**src/rtl/adc_serial_capture.sv**
```systemverilog
// adc_serial_capture
// Serial-ADC frame reader driven by the ADC's free-running serial clock.
// Generates cs_n framing, shifts in one conversion per frame (lead bits,
// MSB-first data bits, trailing bits), drops start-up frames, optionally
// box-car averages 2^AVG_LOG2 samples and presents each result on a
// valid/ready handshake with a one-cycle overrun pulse when a result is lost.

module adc_serial_capture #(
    parameter int DATA_W       = 12,
    parameter int LEAD_BITS    = 1,
    parameter int TRAIL_BITS   = 1,
    parameter int QUIET_CYCLES = 4,
    parameter int DISCARD      = 3,
    parameter int AVG_LOG2     = 0
) (
    input  logic              sck,
    input  logic              rst,
    input  logic              en_i,
    input  logic              miso,
    output logic              cs_n,
    output logic [DATA_W-1:0] data_o,
    output logic              error_o,
    output logic              valid_o,
    input  logic              ready_i,
    output logic              overrun_o,
    output logic              busy_o
);

    localparam int FRAME_BITS = LEAD_BITS + DATA_W + TRAIL_BITS;
    localparam int BIT_W      = $clog2(FRAME_BITS + 1);
    localparam int Q_W        = $clog2(QUIET_CYCLES + 1);
    localparam int ACC_W      = DATA_W + AVG_LOG2;
    localparam int WIN_W      = AVG_LOG2 + 1;

    // Bit positions inside a frame (bit_cnt values).
    localparam logic [BIT_W-1:0] LEAD_END = BIT_W'(LEAD_BITS);
    localparam logic [BIT_W-1:0] DATA_END = BIT_W'(LEAD_BITS + DATA_W);
    localparam logic [BIT_W-1:0] BIT_LAST = BIT_W'(FRAME_BITS - 1);
    localparam logic [Q_W-1:0]   Q_LAST   = Q_W'(QUIET_CYCLES - 1);
    localparam logic [3:0]       DISCARD_L = 4'(DISCARD);
    localparam logic [WIN_W-1:0] WIN_LAST = WIN_W'((1 << AVG_LOG2) - 1);

    typedef enum logic [1:0] {
        ST_IDLE  = 2'd0,
        ST_FRAME = 2'd1,
        ST_QUIET = 2'd2
    } state_t;

    state_t             state_r;
    logic [BIT_W-1:0]   bit_cnt_r;
    logic [Q_W-1:0]     q_cnt_r;
    logic [DATA_W-1:0]  sample_r;
    logic               frame_err_r;
    logic [3:0]         discard_cnt_r;
    logic [WIN_W-1:0]   win_cnt_r;
    logic [ACC_W-1:0]   acc_r;
    logic               win_err_r;

    logic [DATA_W-1:0]  sample_nxt_s;
    logic               frame_err_nxt_s;
    logic               frame_done_s;
    logic               keep_s;
    logic               win_close_s;
    logic [ACC_W-1:0]   acc_sum_s;
    logic               win_err_nxt_s;
    logic [DATA_W-1:0]  result_s;

    // Value of the sample and lead-error flag including the bit sampled on this edge,
    // so a frame can be completed on its last edge even with no trailing bits.
    always_comb begin
        sample_nxt_s    = sample_r;
        frame_err_nxt_s = frame_err_r;
        if (state_r == ST_FRAME) begin
            if (bit_cnt_r < LEAD_END) begin
                frame_err_nxt_s = frame_err_r | miso;
            end else if (bit_cnt_r < DATA_END) begin
                sample_nxt_s = {sample_r[DATA_W-2:0], miso};
            end else begin
                sample_nxt_s = sample_r;
            end
        end else begin
            sample_nxt_s    = sample_r;
            frame_err_nxt_s = frame_err_r;
        end
    end

    // Frame completion decode: discard versus accumulate, and window closing.
    always_comb begin
        frame_done_s  = (state_r == ST_FRAME) && (bit_cnt_r == BIT_LAST);
        keep_s        = 1'b0;
        if (frame_done_s && (discard_cnt_r >= DISCARD_L)) begin
            keep_s = 1'b1;
        end else begin
            keep_s = 1'b0;
        end
        acc_sum_s     = acc_r + ACC_W'(sample_nxt_s);
        win_err_nxt_s = win_err_r | frame_err_nxt_s;
        win_close_s   = keep_s && (win_cnt_r == WIN_LAST);
        // Truncating divide by the window length.
        result_s      = acc_sum_s[ACC_W-1:AVG_LOG2];
    end

    // Framing state machine: cs_n, busy, bit/quiet counters and the shift register.
    always_ff @(posedge sck) begin
        if (rst) begin
            state_r     <= ST_IDLE;
            cs_n        <= 1'b1;
            busy_o      <= 1'b0;
            bit_cnt_r   <= '0;
            q_cnt_r     <= '0;
            sample_r    <= '0;
            frame_err_r <= 1'b0;
        end else begin
            case (state_r)
                ST_IDLE: begin
                    if (en_i) begin
                        state_r     <= ST_FRAME;
                        cs_n        <= 1'b0;
                        busy_o      <= 1'b1;
                        bit_cnt_r   <= '0;
                        sample_r    <= '0;
                        frame_err_r <= 1'b0;
                    end
                end
                ST_FRAME: begin
                    sample_r    <= sample_nxt_s;
                    frame_err_r <= frame_err_nxt_s;
                    if (bit_cnt_r == BIT_LAST) begin
                        state_r <= ST_QUIET;
                        cs_n    <= 1'b1;
                        q_cnt_r <= '0;
                    end else begin
                        bit_cnt_r <= bit_cnt_r + BIT_W'(1);
                    end
                end
                ST_QUIET: begin
                    // en_i is only honoured at the end of the conversion time.
                    if (q_cnt_r == Q_LAST) begin
                        if (en_i) begin
                            state_r     <= ST_FRAME;
                            cs_n        <= 1'b0;
                            bit_cnt_r   <= '0;
                            sample_r    <= '0;
                            frame_err_r <= 1'b0;
                        end else begin
                            state_r <= ST_IDLE;
                            busy_o  <= 1'b0;
                        end
                    end else begin
                        q_cnt_r <= q_cnt_r + Q_W'(1);
                    end
                end
                default: begin
                    state_r <= ST_IDLE;
                    cs_n    <= 1'b1;
                    busy_o  <= 1'b0;
                end
            endcase
        end
    end

    // Discard counter and averaging window (accumulator, count, window error).
    always_ff @(posedge sck) begin
        if (rst) begin
            discard_cnt_r <= '0;
            win_cnt_r     <= '0;
            acc_r         <= '0;
            win_err_r     <= 1'b0;
        end else if ((state_r == ST_IDLE) && en_i) begin
            // Every start re-arms the start-up discard and opens a fresh window.
            discard_cnt_r <= '0;
            win_cnt_r     <= '0;
            acc_r         <= '0;
            win_err_r     <= 1'b0;
        end else if (frame_done_s) begin
            if (!keep_s) begin
                discard_cnt_r <= discard_cnt_r + 4'd1;
            end else if (win_close_s) begin
                win_cnt_r <= '0;
                acc_r     <= '0;
                win_err_r <= 1'b0;
            end else begin
                win_cnt_r <= win_cnt_r + WIN_W'(1);
                acc_r     <= acc_sum_s;
                win_err_r <= win_err_nxt_s;
            end
        end
    end

    // Output holding register with valid/ready handshake and overrun pulse.
    always_ff @(posedge sck) begin
        if (rst) begin
            data_o    <= '0;
            error_o   <= 1'b0;
            valid_o   <= 1'b0;
            overrun_o <= 1'b0;
        end else begin
            overrun_o <= 1'b0;
            if (win_close_s) begin
                if (!valid_o || ready_i) begin
                    data_o  <= result_s;
                    error_o <= win_err_nxt_s;
                    valid_o <= 1'b1;
                end else begin
                    // Held result wins; the new one is lost and flagged.
                    overrun_o <= 1'b1;
                end
            end else if (valid_o && ready_i) begin
                valid_o <= 1'b0;
            end
        end
    end

endmodule

```
**config.mk**
```make
export PLATFORM = sky130hd
export DESIGN_NAME = adc_serial_capture
export DESIGN_NICKNAME = d
export VERILOG_FILES = /design/src/rtl/adc_serial_capture.sv
export SDC_FILE = /design/constraint.sdc
export NUM_CORES = 1
export LEC_CHECK = 0
export CORE_ASPECT_RATIO = 0.8
export CORE_MARGIN = 10
export CORE_UTILIZATION = 35
export DETAILED_ROUTE_END_ITERATION = 10
export DONT_BUFFER_PORTS = 1
export HOLD_SLACK_MARGIN = 0.06
export MAX_ROUTING_LAYER = met4
export SETUP_SLACK_MARGIN = 0.5
export SKIP_LAST_GASP = 1
export SYNTH_ARGS = -nofsm -noshare
export SYNTH_HDL_FRONTEND = slang
export SYNTH_SLANG_ARGS = --single-unit
```
**constraint.sdc**
```tcl
create_clock -name sck -period 3.3 [get_ports sck]
set_input_delay 0.66 -clock sck [delete_from_list [all_inputs] [get_ports sck]]
set_output_delay 0.66 -clock sck [all_outputs]
set_load 0.005 [all_outputs]
```
==> flow_metrics.tcl, run 1 <==
set metrics [dict create \
    antenna_found_initial 0 \
    die_h_um 103 \
    fin_nets 418 \
    leakagePower_nw 1.44 \
    die_w_um 124 \
    core-area_sq_um 8480 \
    cts-root-buf "clkbuf_8" \
    num_antenna_cells 0 \
    synth_area_leader_cell "dfxtp_1" \
    ys_seq_area_frac 0.376 \
    setup-tns-final_ps 0 \
    synth_area_sq_um 3030 \
    crit_arrival_ps 3220 \
    grt_pass1_vias 2653 \
    clk_pin_slew_ps 70 \
    slew_headroom 0.589 \
    worst_slew_pin_slew_ps 615 \
    synth_edf_count 0 \
    drive_above_1_share 0.218 \
    status "finished, final reports clean" \
    final_cell_mix "nand2_1 (70), dfxtp_1 (54), a21oi_1 (32), nor2_1 (26), buf_4 (22)" \
    clock_path_buffers 2 \
    drc 0 \
    clock-sinks 57 \
    critPathMaxFanout 5 \
    r2r_slack_ps 310 \
    gp_congestion 0.909 \
    ir_drop_uv 212 \
    area_growth_pct 22.3 \
    synth.area.top_cells "dfxtp_1 (38%), nand2_1 (9.0%), ha_1 (7.0%)" \
    min_period_ps 2990 \
    grt-ovfl-total 0 \
    p_total_mw 1.44 \
    drtIter0Drc 185 \
    multi_input_area_sq_um 1990 \
    end_kind "flop" \
    grt_pass1_wl_mm 13.4 \
    synth_ff_type "dfxtp_1" \
    cts_made_buffers 9 \
    regArea_sq_um 1150 \
    startpoint_type "flop" \
    rows 30 \
    n_fill_cell 869 \
    rsz0062_at_grt "yes" \
    start_util 0.358 \
    dr.pass1.iters 5 \
    final_common_cell "nand2_1" \
    route.vias.total 2790 \
    finClkSkew_ps 8.52 \
    clk_latency_ps 340 \
    cp.required_ps 3530 \
    postRouteAntennaNets 0 \
    wirelength_mm 8.35 \
    grt_usage 0.136 \
    ys_types 57 \
    top_level_ports 22 \
    fin_crit_sh 0.907 \
    grt_max_degree 41 \
    dieArea_sq_um 12800 \
    htreeDepth 3 \
    via_per_inst 5.45 \
    yosys_warnings 0 \
    hpwl_mm 5.45 \
    syn_inst 374 \
    p_per_area_nw_per_um2 389 \
    crit_type "reg -> reg" \
    hold_path.class "in -> reg" \
    timing.max_cap.violations 0 \
    finalHoldViolCount 0 \
    ctsHoldBuffers 0 \
    wl_per_cell_um 16.3 \
    async_flop_share 0 \
    max_freq_mhz 334 \
    report.final.slew_viol_count 0 \
    syn_nets 397 \
    avgSynthCellArea_sq_um 8.11 \
    setup_viol 0 \
    portBuffers 0 \
    synth-seq-cells 57 \
    synth_top_area_share 0.376 \
    fin_util 0.437 \
    cts_tree "done" \
]
stage by stage:
stage / instance area (sq um) / worst slack, ps / hold WS (ps) / std cells
after floorplan: 3110 / 400 / 431 / 374
after global placement: 3230 / 227 / 443 / 479
after detailed placement: 3230 / 217 / 450 / 479
after CTS: 3580 / 373 / 372 / 506
after global routing: 3710 / 208 / 360 / 512
final: 3710 / 308 / 378 / 512
worst max-delay path, stage by stage, from the launching register on:
cell and delay, ps:
dfxtp_4 340, inv_2 60, ha_4 130, and3b_2 240, or3_4 390, nand2_2 80
nand2_2 60, ha_4 240, and2_4 160, a221o_1 370, o211ai_1 330, nand2_1 120
a311o_1 360
registers in the layout, summed over array words and instances (netlist names):
name,count
win_err_r,1
cs_n,1
overrun_o,1
discard_cnt_r,4
sample_r,12
win_cnt_r,1
busy_o,1
valid_o,1
data_o,12
frame_err_r,1
state_r,2
bit_cnt_r,4
error_o,1
q_cnt_r,3
acc_r,12
final cells by class:
cell class | count | share of cell area
Timing Repair Buffer | 23 | 0.0476
Inverter | 12 | 0.0121
Clock buffer | 14 | 0.0465
Clock inverter | 2 | 0.00944
Multi-Input combinational cell | 292 | 0.537
Tap cell | 112 | 0.0378
Sequential cell | 57 | 0.309
worst paths after layout:
check | startpoint | endpoint | depth (start not counted)
setup / recovery | bit_cnt_r[0] | data_o[9] | 12
hold / removal | rst | state_r[0] | 1
setup reg to reg | bit_cnt_r[0] | data_o[9] | 12
hold reg to reg | q_cnt_r[1] | q_cnt_r[1] | 2
cells in the mapped netlist (all sizes together) (3+ instances only):
cell type	n
clkbuf	9
nand4	3
and4	3
nand2b	7
nor2	26
nor3	10
a32oi	4
a21o	6
inv	11
or3	7
nor2b	8
and3	10
o21ai	5
xnor2	3
nor3b	3
o21a	4
buf	5
dfxtp	57
nand2	73
ha	17
and2	7
a211oi	3
a21oi	35
nand3	15
o211ai	6
mux2i	3
cell families after synthesis:
family | count (synthesis) | synth area share
AOI/OAI and AO/OA | 82 | 0.181
xor gates and xnor gates | 5 | 0.0144
adders and majority gates | 18 | 0.0767
buffers and inverters | 26 | 0.0363
DFF | 57 | 0.376
muxes | 3 | 0.00990
and+or+nand+nor | 183 | 0.306
power breakdown:
| group | total (mW) | internal, mW | switching [mW] |
|---|---|---|---|
| combinational | 0.0528 | 0.0192 | 0.0336 |
| clock | 0.693 | 0.410 | 0.283 |
| sequential | 0.697 | 0.692 | 0.00533 |
metal layers:
layer  global-route usage  up-vias  wire length (um)
li1                     -     1385                 -
met4               0.0353        0                61
met5                    -        -                 0
met1                0.176     1325              3960
met3               0.0456        6               588
met2                0.199       74              3750
what timing repair did:
action | in CTS | in global routing
endpoints found under the setup margin | 14 | 16
gates resized for setup | 18 | 17
buffers inserted | 10 | 5
pin swaps | 15 | 10
cloned | 1 | 1
hold endpoints to repair | 0 | 0
Note: power is estimated with default switching activity, not from simulation.
==> run 2, diff against run 1 <==
--- a/config.mk
+++ b/config.mk
@@ -10,6 +10,8 @@
 export CORE_UTILIZATION = 35
 export DETAILED_ROUTE_END_ITERATION = 10
 export DONT_BUFFER_PORTS = 1
+export GPL_ROUTABILITY_DRIVEN = 0
+export GPL_TIMING_DRIVEN = 0
 export HOLD_SLACK_MARGIN = 0.06
 export MAX_ROUTING_LAYER = met4
 export SETUP_SLACK_MARGIN = 0.5
==> run 2 against run 1 <==
  * Maximum frequency fell by 2.7%
  * Cell area rose by 4.7%
  * Sequential power barely moved
  * Flip-flop and latch count did not move
  * Clock skew fell by 1.5 ps
  * Global-route usage rose by 0.90 points
  * Critical path type unchanged
==> flow_metrics.tcl, run 2 (synthesized netlist as in run 1, its figures left out) <==
set metrics [dict create \
    portBuffers 0 \
    dieArea_sq_um 12800 \
    grt_pass1_wl_mm 14.1 \
    antenna_found_initial 0 \
    fin_nets 430 \
    clock_path_buffers 2 \
    p_total_mw 1.45 \
    final_common_cell "nand2_1" \
    end_kind "flop" \
    grt_pass1_vias 2756 \
    drc 0 \
    fin_crit_sh 0.932 \
    finClkSkew_ps 7.02 \
    worstPathCellList "inv_2, ha_4, and3b_2, or3_4, clkbuf_16, nand2_4, nand2_4, ha_4, and2_4, a221o_1, buf_4, or3_4, a32oi_1, nor2_1" \
    finalHoldViolCount 0 \
    worstSetupStartpoint "bit_cnt_r[1]" \
    ir_drop_uv 253 \
    clk_pin_slew_ps 70 \
    worst_slew_pin_slew_ps 655 \
    grt-ovfl-total 0 \
    drtIter0Drc 174 \
    dr.pass1.iters 5 \
    grt_usage 0.145 \
    rsz0062_at_grt "yes" \
    critical_path.top_delay_family "simple AND/OR/NAND/NOR gates" \
    cp.required_ps 3510 \
    min_period_ps 3080 \
    ctsHoldBuffers 0 \
    crit_arrival_ps 3280 \
    fin_area_sq_um 3880 \
    placed_area_sq_um 3250 \
    htreeDepth 3 \
    cts-root-buf "clkbuf_8" \
    reg_top3 "acc_r: 12 flops, data_o: 12 flops, sample_r: 12 flops" \
    r2r_start "bit_cnt_r[1]" \
    place_ws_ps -12.9 \
    core-area_sq_um 8480 \
    dpl.cell_count 486 \
    num_antenna_cells 0 \
    via_per_inst 5.42 \
    crit_type "reg -> reg" \
    final_cell_mix "nand2_1 (66), dfxtp_1 (55), a21oi_1 (31), nor2_1 (26), buf_4 (21)" \
    cts_tree "done" \
    clk_latency_ps 340 \
    slew_headroom 0.561 \
    rows 30 \
    die_h_um 103 \
    p_per_area_nw_per_um2 373 \
    n_fill_cell 847 \
    timing.final.ws_setup_ps 225 \
    hpwl_mm 5.96 \
    grt_max_degree 11 \
    wl_per_cell_um 16.7 \
    cts_made_buffers 9 \
    hold_path.class "reg -> reg" \
    timing.max_cap.violations 0 \
    die_w_um 124 \
    route.vias.total 2840 \
    status "finished, final reports clean" \
    wirelength_mm 8.77 \
    clock-sinks 57 \
    setup_viol 0 \
    holdCritStartpoint "discard_cnt_r[3]" \
    critPathBufInv 3 \
    top_level_ports 22 \
    crit_path_max_incr_delay_ps 380 \
    startpoint_type "flop" \
    postRouteAntennaNets 0 \
    area_growth_pct 28.0 \
    start_util 0.358 \
    drive_above_1_share 0.240 \
    critPathMaxFanout 7 \
    leakagePower_nw 1.49 \
    max_freq_mhz 325 \
    crit_slowest_cell "a221o_1" \
    final_cells 524 \
    report.final.slew_viol_count 0 \
]
## run 2: changes by cell type in the layout (fill, tap and decap cells not counted), moves of 2 or more
cell      change
clkbuf_1      +7
buf_2         +4
nand2_1       -4
nand2_4       +4
ha_4          +3
buf_6         +2
ha_1          -2
nand3_1       -2
nand3_2       +2
nor3_2        -2
## run 2: power breakdown
| group | switching [mW] | total (mW) | internal [mW] |
|---|---|---|---|
| logic | 0.0471 | 0.0697 | 0.0226 |
| registers | 0.00334 | 0.695 | 0.692 |
| clock network | 0.273 | 0.683 | 0.410 |
| total | 0.324 | 1.45 | 1.12 |
## run 2: area by class of cell
class / count / area, sq um / area share
well taps: 112 / 140 / 0.0361
plain buffers: 14 / 97.6 / 0.0251
flip-flops and latches: 57 / 1150 / 0.295
clock buffers: 14 / 173 / 0.0445
clock inverters: 2 / 35.0 / 0.00902
repair buffers: 22 / 169 / 0.0435
inverters: 12 / 45.0 / 0.0116
multi-input cells: 291 / 2080 / 0.535
## run 2: path summary, 6_finish.rpt
path / to / slack, ps / cells past startpoint
setup / recovery: acc_r[5] / 220 / 14
setup reg to reg: acc_r[5] / 220 / 14
hold reg to reg: discard_cnt_r[3] / 470 / 1
hold / removal: discard_cnt_r[3] / 470 / 1
## run 2: repair_timing
item	in CTS	in global routing
setup endpoints to repair	17	16
pin swaps	30	19
buffers inserted	16	6
gates resized for setup	37	22
## run 2: per-stage QoR
| step | hold WS, ps | TNS, ps | utilization |
|---|---|---|---|
| 2_1_floorplan | 431 | 0 | - |
| 3_3_place_gp | 445 | 0 | 0.384 |
| 3_5_place_dp | 449 | -15.2 | 0.384 |
| 4_1_cts | 463 | 0 | 0.439 |
| 5_1_grt | 463 | 0 | 0.458 |
| 6_report | 466 | 0 | 0.458 |
## run 2: routing by layer
layer  up-vias  GRT usage  wire [um]
met5         -          -          0
met3         8     0.0488        712
li1       1404          -          -
met1      1349      0.195       4190
met4         0     0.0406         74
met2        79      0.202       3790
## run 2: worst register-to-register path: stages, from the launching register on
cell and delay [ps]:
dfxtp_2 330, inv_2 80, ha_4 130, and3b_2 240, or3_4 360, clkbuf_16 180
nand2_4 60, nand2_4 50, ha_4 220, and2_4 160, a221o_1 380, buf_4 180
or3_4 330, a32oi_1 200, nor2_1 50
==> run 3, diff against run 2 <==
--- a/config.mk
+++ b/config.mk
@@ -10,7 +10,6 @@
 export CORE_UTILIZATION = 35
 export DETAILED_ROUTE_END_ITERATION = 10
 export DONT_BUFFER_PORTS = 1
-export GPL_ROUTABILITY_DRIVEN = 0
 export GPL_TIMING_DRIVEN = 0
 export HOLD_SLACK_MARGIN = 0.06
 export MAX_ROUTING_LAYER = met4
==> results of run 3 <==
No change in the layout: final DEF, timing and power equal those of run 2.
